==> src/rtl/clk_div_pkg.sv <==
// Shared defaults and helpers for the programmable clock divider.
// Defaults give a 1 Hz output from the 25 MHz board clock. Half-periods are clamped to at least 1.
package clk_div_pkg;

  localparam int          DEF_CNT_W  = 25;
  localparam int unsigned DEF_HALF   = 12_500_000;
  localparam int          MAX_CH     = 8;
  localparam int          HALF_MAX_W = 32;

  // A half-period of 0 would make the wrap compare underflow, so 0 maps to 1.
  function automatic logic [HALF_MAX_W-1:0] half_clamp(input logic [HALF_MAX_W-1:0] half);
    return (half == '0) ? HALF_MAX_W'(1) : half;
  endfunction

endpackage

==> src/rtl/clk_div_chan.sv <==
// One divider channel: toggles clk_out every half_cur cycles and pulses tick on each toggle.
// Outputs are registered with one cycle of latency. ready stays low while a new half-period is pending.
module clk_div_chan
  import clk_div_pkg::*;
#(
  parameter int              CNT_W    = DEF_CNT_W,
  parameter logic [CNT_W-1:0] HALF_RST = CNT_W'(DEF_HALF)
) (
  input  logic             clock_25,
  input  logic             reset,
  input  logic             en,
  input  logic             sync,
  input  logic             load_acc,
  input  logic [CNT_W-1:0] load_half,
  output logic             ready,
  output logic             clk_out,
  output logic             tick
);

  logic [CNT_W-1:0] cnt;
  logic [CNT_W-1:0] half_cur;
  logic [CNT_W-1:0] half_nxt;
  logic             pend;
  logic             wrap;
  logic             apply;

  // half_cur is never 0, so half_cur-1 cannot underflow.
  assign wrap  = (cnt == half_cur - CNT_W'(1));
  // Pending values land only where the phase restarts, so no output glitches.
  assign apply = pend && (sync || !en || wrap);
  assign ready = !pend;

  always_ff @(posedge clock_25) begin
    if (!reset) begin
      cnt      <= '0;
      clk_out  <= 1'b0;
      tick     <= 1'b0;
      half_cur <= HALF_RST;
      half_nxt <= HALF_RST;
      pend     <= 1'b0;
    end else begin
      if (sync || !en) begin
        cnt     <= '0;
        clk_out <= 1'b0;
        tick    <= 1'b0;
      end else if (wrap) begin
        cnt     <= '0;
        clk_out <= ~clk_out;
        tick    <= 1'b1;
      end else begin
        cnt     <= cnt + CNT_W'(1);
        tick    <= 1'b0;
      end

      if (apply) begin
        half_cur <= half_nxt;
        pend     <= 1'b0;
      end

      // Loads are only accepted when nothing is pending, so this never races apply.
      if (load_acc) begin
        half_nxt <= CNT_W'(half_clamp(HALF_MAX_W'(load_half)));
        pend     <= 1'b1;
      end
    end
  end

endmodule

==> src/rtl/clk_div_prog.sv <==
// Multi-channel programmable clock divider; CLKDIV_SYNC_START_EN adds a sync_start phase-align input.
// Registered outputs, one cycle latency. load_ready drops per channel while a reload is pending.
module clk_div_prog
  import clk_div_pkg::*;
#(
  parameter int          N_CH         = 2,
  parameter int          CNT_W        = DEF_CNT_W,
  parameter int unsigned DEFAULT_HALF = DEF_HALF,
  localparam int         CH_W         = (N_CH > 1) ? $clog2(N_CH) : 1
) (
  input  logic             clock_25,
  input  logic             reset,
  input  logic [N_CH-1:0]  en,
  input  logic             load_valid,
  input  logic [CH_W-1:0]  load_ch,
  input  logic [CNT_W-1:0] load_half,
`ifdef CLKDIV_SYNC_START_EN
  input  logic             sync_start,
`endif
  output logic             load_ready,
  output logic [N_CH-1:0]  clk_out,
  output logic [N_CH-1:0]  tick
);

  localparam logic [CNT_W-1:0] HALF_RST =
    (DEFAULT_HALF == 0) ? CNT_W'(1) : CNT_W'(DEFAULT_HALF);

  logic [N_CH-1:0] ready;
  logic [N_CH-1:0] load_acc;
  logic            sync;

`ifdef CLKDIV_SYNC_START_EN
  assign sync = sync_start;
`else
  assign sync = 1'b0;
`endif

  // Out-of-range channel indices match no channel, so they are never ready.
  always_comb begin
    load_ready = 1'b0;
    for (int i = 0; i < N_CH; i++) begin
      if (int'(load_ch) == i) load_ready = ready[i];
    end
  end

  for (genvar i = 0; i < N_CH; i++) begin : g_ch
    assign load_acc[i] = load_valid && load_ready && (int'(load_ch) == i);

    clk_div_chan #(
      .CNT_W    (CNT_W),
      .HALF_RST (HALF_RST)
    ) u_chan (
      .clock_25  (clock_25),
      .reset     (reset),
      .en        (en[i]),
      .sync      (sync),
      .load_acc  (load_acc[i]),
      .load_half (load_half),
      .ready     (ready[i]),
      .clk_out   (clk_out[i]),
      .tick      (tick[i])
    );
  end

endmodule

==> config.mk <==
export PLATFORM = sky130hd
export DESIGN_NAME = clk_div_prog
export DESIGN_NICKNAME = d
export VERILOG_FILES = /design/src/rtl/clk_div_pkg.sv /design/src/rtl/clk_div_chan.sv /design/src/rtl/clk_div_prog.sv
export SDC_FILE = /design/constraint.sdc
export NUM_CORES = 1
export LEC_CHECK = 0
export ABC_AREA = 1
export BUFFER_PORTS_ARGS = -buffer_cell sky130_fd_sc_hd__buf_2
export CAP_MARGIN = 20
export CORE_AREA = 2 2 128 130
export DETAILED_ROUTE_END_ITERATION = 8
export DIE_AREA = 0 0 130 132
export HOLD_SLACK_MARGIN = 0.06
export PLACE_DENSITY = 0.75
export SETUP_SLACK_MARGIN = 0.05
export SKIP_CTS_REPAIR_TIMING = 1
export SYNTH_ARGS = -nofsm -noshare
export SYNTH_HDL_FRONTEND = slang
export SYNTH_SLANG_ARGS = --single-unit
export TNS_END_PERCENT = 10
==> constraint.sdc <==
create_clock -name clock_25 -period 2.3 [get_ports clock_25]
set_clock_uncertainty 0.05 [all_clocks]
set_input_delay 0.345 -clock clock_25 [delete_from_list [all_inputs] [get_ports clock_25]]
set_output_delay 0.345 -clock clock_25 [all_outputs]
set_load 0.005 [all_outputs]
==> results of run 1 <==
## report_power, final
part | internal [mW] | total [mW] | leakage [nW] | switching [mW]
clock | 1.73 | 2.95 | 0.294 | 1.22
combinational | 0.392 | 0.931 | 3.21 | 0.540
sequential | 2.81 | 2.90 | 1.28 | 0.0934
total | 4.93 | 6.79 | 4.78 | 1.86
## kinds of logic after synthesis
group / count (synthesis)
and+or+nand+nor: 719
buffers and inverters: 217
DFF: 156
AOI/OAI and AO/OA: 154
xor gates and xnor gates: 68
adders and majority gates: 4
## cells in the final DEF (no fill, tap or decap), types with 3 or more instances in the layout
cell type | synthesis | final
nand3_2 | 5 | 21
nand3_1 | 135 | 112
xnor2_1 | 16 | 16
nor2_1 | 183 | 159
clkinvlp_4 | 0 | 3
buf_12 | 0 | 11
buf_2 | 6 | 36
bufinv_16 | 0 | 3
nand2_8 | 0 | 3
o21ai_0 | 57 | 54
nand2_4 | 0 | 10
inv_2 | 1 | 10
a21oi_2 | 0 | 3
nand2_1 | 293 | 248
nand3_4 | 0 | 7
nor2_2 | 15 | 22
clkbuf_16 | 0 | 22
nor4_1 | 6 | 5
nand3b_1 | 15 | 15
buf_6 | 6 | 11
nand2_2 | 7 | 39
xor2_1 | 51 | 50
clkinv_4 | 0 | 3
o21ai_1 | 2 | 3
dfxtp_1 | 156 | 144
buf_4 | 9 | 88
nor3_1 | 16 | 14
nand4_1 | 25 | 25
dfxtp_2 | 0 | 10
inv_1 | 158 | 150
nor3b_1 | 7 | 7
or2_2 | 6 | 6
nor2_4 | 3 | 20
a21oi_1 | 89 | 86
## layer usage
| metal | track usage, % | up-vias | wire length (um) |
|---|---|---|---|
| met5 | 0 | - | 0 |
| met4 | 6.631 | 0 | 542 |
| met3 | 4.586 | 50 | 1517 |
| met2 | 38.74 | 334 | 11490 |
| met1 | 37.23 | 4158 | 10990 |
| li1 | - | 4438 | - |
## cells in the mapped netlist
cell type,n,area share [%]
xnor3_1,1,0.26
inv_1,158,6.8
clkbuf_1,30,1.3
nor4_1,6,0.43
o21ai_1,2,0.12
inv_2,1,0.043
o211ai_1,1,0.087
buf_1,4,0.17
clkinv_1,3,0.13
and2_1,1,0.072
dfxtp_1,156,36
nor3b_1,7,0.61
nand2_2,7,0.51
a41o_1,1,0.12
o21bai_4,1,0.22
nor2_2,15,1.1
o21bai_1,2,0.17
nand3b_1,15,1.3
xnor2_1,16,1.6
or2_0,1,0.072
buf_2,6,0.35
o21ai_0,57,3.3
ha_1,4,0.58
buf_4,9,0.78
xor2_1,51,5.2
or2_1,1,0.072
nor2_4,3,0.39
nor2_1,183,7.9
a21oi_1,89,5.1
a21boi_1,1,0.087
nand3_1,135,7.8
or2_2,6,0.43
buf_6,6,0.78
nand3_2,5,0.58
nand4_1,25,1.8
nand2_1,293,13
nor3_1,16,0.92
## worst paths after layout
path                            endpoint                   startpoint  slack, ns  cells past startpoint
max           g_ch[1].u_chan.half_cur[8]   g_ch[1].u_chan.half_cur[5]      -0.19                     18
min           g_ch[0].u_chan.half_nxt[1]                 load_half[1]       0.15                      3
max reg2reg   g_ch[1].u_chan.half_cur[8]   g_ch[1].u_chan.half_cur[5]      -0.19                     18
min reg2reg  g_ch[1].u_chan.half_nxt[24]  g_ch[1].u_chan.half_nxt[24]       0.41                      2
## per-stage QoR
stage | total power [mW] | worst slack [ns]
after floorplan | 3.414 | 0.1080
after global placement | 3.658 | -0.1203
after detailed placement | 3.674 | -0.2080
after CTS | 6.588 | -0.2339
after global routing | 7.023 | -0.3444
final | 6.786 | -0.1949
## flip-flops by register name, indices dropped and copies added (netlist names)
name                  count
g_ch.u_chan.clk_out       2
g_ch.u_chan.cnt          50
g_ch.u_chan.half_cur     50
g_ch.u_chan.half_nxt     50
g_ch.u_chan.pend          2
g_ch.u_chan.tick          2
## tightest hold or removal path, stage by stage
cell and delay (ns):
buf_2 0.07, inv_1 0.06, a21oi_1 0.11
## final cells by class
cell class                      instances  share of cell area [%]
Multi-Input combinational cell        945                   46.77
Sequential cell                       156                   28.14
Timing Repair Buffer                  151                   11.73
Inverter                              162                   5.444
Clock buffer                           17                   3.808
Tap cell                              216                   2.419
Clock inverter                         15                   1.691
==> impl_metrics.json, run 1 <==
{
  "status": "complete, but fails checks",
  "violations": "setup timing",
  "grt_pass1_vias": 7523,
  "via_per_inst": 5.403,
  "wl_per_cell_um": 14.77,
  "period_share_pct": 108.5,
  "cts_made_buffers": 17,
  "rows": 46,
  "nets": 1468,
  "synth_top_family_by_area": "simple AND/OR/NAND/NOR gates",
  "multi_input_area_um2": 5225,
  "post-route-drc-count": 0,
  "pwr_density_cell_nw_per_um2": 607.5,
  "tns_ns": -7.028,
  "worst_hold_slack_ns": 0.1491,
  "layout_setup_ws_ns": -0.1949,
  "layoutNonFillerInstCount": 1662,
  "clock_sinks": 156,
  "grt_usage_pct": 25.49,
  "grt_pass1_wl_um": 35430,
  "ys_warn_count": 0,
  "synthMuxAreaShare_pct": 0,
  "dpl.hpwl_um": 16170,
  "synth-seq-cells": 156,
  "final_antenna_net_count": 0,
  "path_clk_slew_ns": 0.07,
  "vias": 8980,
  "grt_overflow_total": 0,
  "grt_max_degree": 42,
  "ioPinCount": 36,
  "dpl-instance-area_um2": 9580,
  "die_h_um": 132,
  "cp_cell_sequence": "buf_4 > inv_1 > nand2_1 > nor2_2 > buf_4 > nand3b_1 > nand2_1 > nand2_1 > inv_1 > nand2_1 > nor2_2 > nand3_2 > o21bai_4 > buf_12 > buf_12 > clkbuf_16 > a21oi_1 > nor2_1",
  "crit_path_end_kind": "register",
  "initial_utilization_pct": 55.13,
  "finalInstanceArea_um2": 11170,
  "crit_type": "reg2reg",
  "fmax_mhz": 400.8,
  "syn_area_um2": 8662,
  "gp_congestion": 0.9346,
  "cts_root_buf": "clkbuf_16",
  "p_leak_nw": 4.782,
  "slowest_stage": "dfxtp_2",
  "synth_nets": 1353,
  "crit_top_cell": "nand2_1",
  "die_area_um2": 17160,
  "rsz0062_at_grt": "yes",
  "slowest_delay_ns": 0.37,
  "tightestPinTransition_ns": 0.8745,
  "cap_violations": 0,
  "clock_latency_ns": 0.44,
  "hold_violations": 0,
  "dp_cells": 1606,
  "setup_viol": 88,
  "syn_inst": 1318,
  "slew_headroom_pct": 41.64,
  "path_max_fanout": 8,
  "area_growth_syn_to_layout_pct": 28.96,
  "cts_tree": "yes",
  "fill_cells": 1231,
  "slew_violations": 0,
  "synth.avg_cell_area_um2": 6.572,
  "synthAdderAreaFrac_pct": 0.5778,
  "drt_iter0_drc": 807,
  "antenna_cells": 0,
  "coreArea_um2": 15710,
  "drtPass1Iterations": 7,
  "final_core_util_pct": 71.09,
  "ff_latch_area_um2": 3143,
  "routed_wl_um": 24540,
  "synth_compound_area_share_pct": 9.230,
  "hold_class": "in2reg",
  "startpoint_type": "register",
  "critPathBufInv": 7,
  "clock_path_buffers": 2,
  "yosys.area_share.simple_pct": 36.70,
  "period_minus_slack_ns": 2.495,
  "vdd_drop_max_v": 0.0006031,
  "die_w_um": 130,
  "antenna_found_initial": 0,
  "yosysSeqAreaShare_pct": 36.05,
  "portBuffers": 35,
  "synth.distinct_cells": 37,
  "cpLargestDelayFamily": "simple AND/OR/NAND/NOR gates",
  "crit_required_ns": 2.61,
  "cts_max_level": 4,
  "synth-xor-area-share_pct": 7.035,
  "drive_gt1_share_pct": 23.93,
  "arrival_ns": 2.81
}
Note: power is estimated with default switching activity, not from simulation.
==> run 2: changes to the inputs <==
Settings changed: RECOVER_POWER from default to 100.
==> impl_metrics.json, run 2 (synthesized netlist as in run 1, its figures left out) <==
{
  "status": "complete, but fails checks",
  "violations": "setup timing",
  "p_leak_nw": 4.765,
  "fill_cells": 1234,
  "drtPass1Iterations": 8,
  "portBuffers": 35,
  "hold_violations": 0,
  "die_w_um": 130,
  "initial_utilization_pct": 55.13,
  "worst_hold_slack_ns": 0.1494,
  "final_cell_mix": "nand2_1, nor2_1, inv_1",
  "vias": 8956,
  "period_share_pct": 108.5,
  "cap_violations": 0,
  "startpoint_type": "register",
  "finalInstanceArea_um2": 11160,
  "largestRegisters": "g_ch.u_chan.cnt (50), g_ch.u_chan.half_cur (50), g_ch.u_chan.half_nxt (50)",
  "gp_congestion": 0.9346,
  "wl_per_cell_um": 14.77,
  "routed_wl_um": 24540,
  "drive_gt1_share_pct": 23.65,
  "post-route-drc-count": 0,
  "antenna_cells": 0,
  "rows": 46,
  "layout_setup_ws_ns": -0.1958,
  "crit_type": "reg2reg",
  "cts_made_buffers": 17,
  "fmax_mhz": 400.7,
  "ioPinCount": 36,
  "cts_max_level": 4,
  "path_max_fanout": 8,
  "vdd_drop_max_v": 0.0006030,
  "arrival_ns": 2.81,
  "dpl.hpwl_um": 16170,
  "clock_latency_ns": 0.44,
  "tightestPinTransition_ns": 0.8802,
  "period_minus_slack_ns": 2.496,
  "dpl-instance-area_um2": 9580,
  "cts_tree": "yes",
  "grt_pass1_wl_um": 35430,
  "die_h_um": 132,
  "grt_pass1_vias": 7523,
  "die_area_um2": 17160,
  "antenna_found_initial": 0,
  "slew_headroom_pct": 41.25,
  "grt_max_degree": 42,
  "crit_path_end_kind": "register",
  "via_per_inst": 5.389,
  "nets": 1468,
  "pwr_density_cell_nw_per_um2": 607.9,
  "path_clk_slew_ns": 0.07,
  "clock_path_buffers": 2,
  "clock_sinks": 156,
  "rsz0062_at_grt": "yes",
  "drt_iter0_drc": 803,
  "power.total_mw": 6.784,
  "crit_required_ns": 2.61,
  "hold_class": "in2reg",
  "final_core_util_pct": 71.03,
  "coreArea_um2": 15710,
  "grt_overflow_total": 0,
  "grt_usage_pct": 25.49,
  "slew_violations": 0,
  "setup_viol": 88,
  "area_growth_syn_to_layout_pct": 28.85,
  "mostFrequentLayoutCell": "nand2_1",
  "cts_root_buf": "clkbuf_16",
  "final_antenna_net_count": 0
}
==> run 2: cell types whose count changed in the layout (fill, tap and decap cells not counted) <==
cell | previous run | this run
buf_2 | 36 | 34
clkbuf_1 | 0 | 4
buf_4 | 88 | 86
==> run 2: per-stage QoR <==
step,worst slack [ns],TNS [ns],std cells
2_1_floorplan,0.1080,0,1318
3_3_place_gp,-0.1203,-5.525,1606
3_5_place_dp,-0.2080,-10.53,1606
4_1_cts,-0.2339,-12.71,1638
5_1_grt,-0.3444,-23.43,1662
6_report,-0.1958,-7.035,1662
==> run 2: where the power goes <==
part	internal (mW)	leakage [nW]	switching, mW	total, mW
Sequential	2.81	1.28	0.0933	2.90
Combinational	0.389	3.19	0.540	0.929
Clock	1.73	0.294	1.22	2.95
==> run 2: routing by layer <==
metal / wire length [um] / GRT usage (%) / vias up / share of wire, %
met5: 0 / 0 / - / 0
met4: 546 / 6.631 / 0 / 2.2
met3: 1490 / 4.586 / 51 / 6.1
met2: 11470 / 38.74 / 328 / 47
met1: 11040 / 37.23 / 4142 / 45
li1: - / - / 4435 / -
==> run 2: critical path: stages (launching register included) <==
cell and delay (ns):
dfxtp_4 0.37, nor2_4 0.15, nand2_2 0.08, nor2_4 0.19
buf_6 0.16, nand3_1 0.08, nand2_1 0.06, nand2_1 0.06
clkinv_1 0.08, nand3_2 0.06, nor2_2 0.15, nand3_2 0.13
o21bai_4 0.17, buf_12 0.17, buf_12 0.12, clkbuf_16 0.14
a21oi_1 0.07, nor2_1 0.13
==> run 2: final timing paths <==
check | start | endpoint | slack, ns | cells after the start
worst max-delay path | g_ch[1].u_chan.half_cur[6] | g_ch[1].u_chan.half_cur[8] | -0.20 | 17
worst min-delay path | load_half[1] | g_ch[0].u_chan.half_nxt[1] | 0.15 | 3
worst max register to register | g_ch[1].u_chan.half_cur[6] | g_ch[1].u_chan.half_cur[8] | -0.20 | 17
worst min register to register | g_ch[1].u_chan.half_nxt[24] | g_ch[1].u_chan.half_nxt[24] | 0.40 | 2
==> run 2: cell type report <==
| class | instances | area [um2] | share of cell area, % |
|---|---|---|---|
| Multi-Input combinational cell | 945 | 5225 | 46.82 |
| Inverter | 162 | 608.1 | 5.448 |
| Clock inverter | 15 | 188.9 | 1.693 |
| Clock buffer | 17 | 425.4 | 3.812 |
| Timing Repair Buffer | 151 | 1300 | 11.65 |
| Tap cell | 216 | 270.3 | 2.422 |
| Sequential cell | 156 | 3143 | 28.16 |
==> run 3: changes to the inputs <==
Settings changed: BUFFER_PORTS_ARGS -buffer_cell sky130_fd_sc_hd__buf_2 to default, CORE_AREA 2 2 128 130 to 2 2 126 128, DIE_AREA 0 0 130 132 to 0 0 128 130, DONT_BUFFER_PORTS from default to 1.
==> impl_metrics.json, run 3 (synthesized netlist as in run 1, its figures left out) <==
{
  "cts_root_buf": "clkbuf_16",
  "initial_utilization_pct": 56.16,
  "worstHoldStart": "reset",
  "vdd_drop_max_v": 0.0005984,
  "violations": "setup timing",
  "clock_path_buffers": 2,
  "power.switching_mw": 1.791,
  "seq_power_share_pct": 42.7,
  "startpoint_type": "register",
  "vias": 8604,
  "ff2ff_setup_slack_ns": -0.17,
  "drt_iter0_drc": 622,
  "arrival_ns": 2.74,
  "setup_viol": 103,
  "final_antenna_net_count": 0,
  "cap_violations": 0,
  "finalInstanceArea_um2": 10540,
  "final_core_util_pct": 68.32,
  "path_max_fanout": 6,
  "clock_latency_ns": 0.43,
  "dpl-instance-area_um2": 9413,
  "die_w_um": 128,
  "grt_pass1_wl_um": 35900,
  "cts_max_level": 4,
  "pwr_density_cell_nw_per_um2": 643.8,
  "grt_max_degree": 81,
  "fmax_mhz": 405.6,
  "period_share_pct": 107.2,
  "nets": 1444,
  "routed_wl_um": 23090,
  "min_to": "g_ch[0].u_chan.half_cur[6]",
  "reg2reg_depth": 19,
  "ioPinCount": 36,
  "die_h_um": 130,
  "tightestPinTransition_ns": 0.8496,
  "path_clk_slew_ns": 0.07,
  "wl_per_cell_um": 14.31,
  "drive_gt1_share_pct": 15.19,
  "p_leak_nw": 4.527,
  "post-route-drc-count": 0,
  "grt_usage_pct": 26.76,
  "cp_cell_sequence": "inv_1 > ha_2 > nand2_1 > nor2_2 > nand2_1 > o21ai_0 > nand2_1 > nor2_1 > nand2_1 > nor2_1 > nand2_1 > nor2_2 > nand2_2 > nand2_4 > clkbuf_2 > buf_4 > nand3_1 > nand2_1 > nor2_1",
  "r2r-end": "g_ch[0].u_chan.half_cur[24]",
  "fill_cells": 1350,
  "hold_class": "in2reg",
  "coreArea_um2": 15420,
  "r2r_start": "g_ch[0].u_chan.half_cur[0]",
  "gp_congestion": 0.9195,
  "die_area_um2": 16640,
  "via_per_inst": 5.331,
  "cts_tree": "yes",
  "grt_pass1_vias": 7558,
  "clkPwrFrac_pct": 46.0,
  "crit_path_end_kind": "register",
  "grt_overflow_total": 0,
  "min_delay_path_depth": 2,
  "mostFrequentLayoutCell": "nand2_1",
  "ff_latch_area_um2": 3133,
  "slew_headroom_pct": 43.30,
  "dpl.hpwl_um": 16150,
  "hold_violations": 0,
  "crit_type": "reg2reg",
  "cts_made_buffers": 17,
  "slowest_stage": "dfxtp_1",
  "multi_input_area_um2": 4830,
  "intPower_mw": 4.994,
  "pre_cts_ws_ns": -0.1903,
  "portBuffers": 0,
  "antenna_found_initial": 0,
  "area_growth_syn_to_layout_pct": 21.67,
  "final_cell_mix": "nand2_1, nor2_1, inv_1",
  "switching_share_pct": 26.39,
  "slew_violations": 0,
  "rsz0062_at_grt": "yes",
  "crit_required_ns": 2.58,
  "power_frac_comb_pct": 11.3,
  "clock_sinks": 156,
  "rows": 46,
  "slowest_delay_ns": 0.31,
  "status": "complete, but fails checks",
  "period_minus_slack_ns": 2.465,
  "largestRegisters": "g_ch.u_chan.cnt (50), g_ch.u_chan.half_cur (50), g_ch.u_chan.half_nxt (50)",
  "antenna_cells": 0,
  "layout_setup_ws_ns": -0.1654,
  "crit_top_cell": "nand2_1",
  "drtPass1Iterations": 7
}
[run 3: changes by cell type in the layout (fill, tap and decap cells not counted), moves of 8 or more]
cell and delta:
dlygate4sd3_1 +24, buf_2 -34, nand2_2 -28, nand3_2 -14
nand3_1 +19, nand2_1 +38, buf_6 -8, nor2_4 -8
[run 3: final cells by class]
cell class                      instances  share of cell area [%]
Clock inverter                         15                   2.137
Tap cell                              192                   2.279
Sequential cell                       156                   29.73
Inverter                              162                   5.770
Multi-Input combinational cell        945                   45.83
Clock buffer                           17                   4.037
Timing Repair Buffer                  127                   10.22
[run 3: how the worst max path moves through the flow]
stage	cells after the start	startpoint	to
2_1_floorplan	17	g_ch[0].u_chan.half_cur[0]	g_ch[0].u_chan.half_cur[18]
3_3_place_gp	16	g_ch[1].u_chan.half_cur[0]	g_ch[1].u_chan.half_cur[21]
3_5_place_dp	17	g_ch[0].u_chan.half_cur[0]	g_ch[0].u_chan.half_cur[19]
4_1_cts	17	g_ch[0].u_chan.half_cur[0]	g_ch[0].u_chan.half_cur[15]
5_1_grt	19	g_ch[0].u_chan.half_cur[0]	g_ch[0].u_chan.half_cur[24]
6_report	19	g_ch[0].u_chan.half_cur[0]	g_ch[0].u_chan.half_cur[24]
[run 3: worst max-delay path: cells and delay by family, from the launching register on]
kind | cells | cell delay, ns
AOI/OAI and AO/OA | 1 | 0.19
adders and majority gates | 1 | 0.22
buffers and inverters | 3 | 0.34
DFF | 1 | 0.31
and+or+nand+nor | 14 | 1.26
[run 3: routing by layer]
layer / vias to the layer above / part of all wire, % / wire, um / track usage (%)
li1: 4377 / - / - / -
met1: 3941 / 48 / 11010 / 37.87
met2: 243 / 46 / 10540 / 42.47
met3: 43 / 5.0 / 1144 / 4.715
met4: 0 / 1.7 / 400 / 7.175
met5: - / 0 / 0 / 0
[run 3: metrics by stage]
step / setup TNS [ns] / power (mW) / instances / hold slack (ns)
2_1_floorplan: 0 / 3.414 / 1318 / 0.3801
3_3_place_gp: -8.271 / 3.599 / 1553 / 0.4018
3_5_place_dp: -12.99 / 3.615 / 1553 / 0.3953
4_1_cts: -15.19 / 6.719 / 1585 / -0.05206
5_1_grt: -22.79 / 7.014 / 1614 / 0.004966
6_report: -7.995 / 6.785 / 1614 / 0.01807
[run 3: power by group through the flow]
| stage | Combinational (mW) | Sequential (mW) | Clock (mW) |
|---|---|---|---|
| 3_3_place_gp | 0.649 | 2.95 | 0 |
| 4_1_cts | 0.673 | 2.89 | 3.15 |
| 5_1_grt | 0.851 | 2.91 | 3.25 |
| 2_1_floorplan | 0.485 | 2.93 | 0 |
| 3_5_place_dp | 0.663 | 2.95 | 0 |
| 6_report | 0.766 | 2.90 | 3.12 |
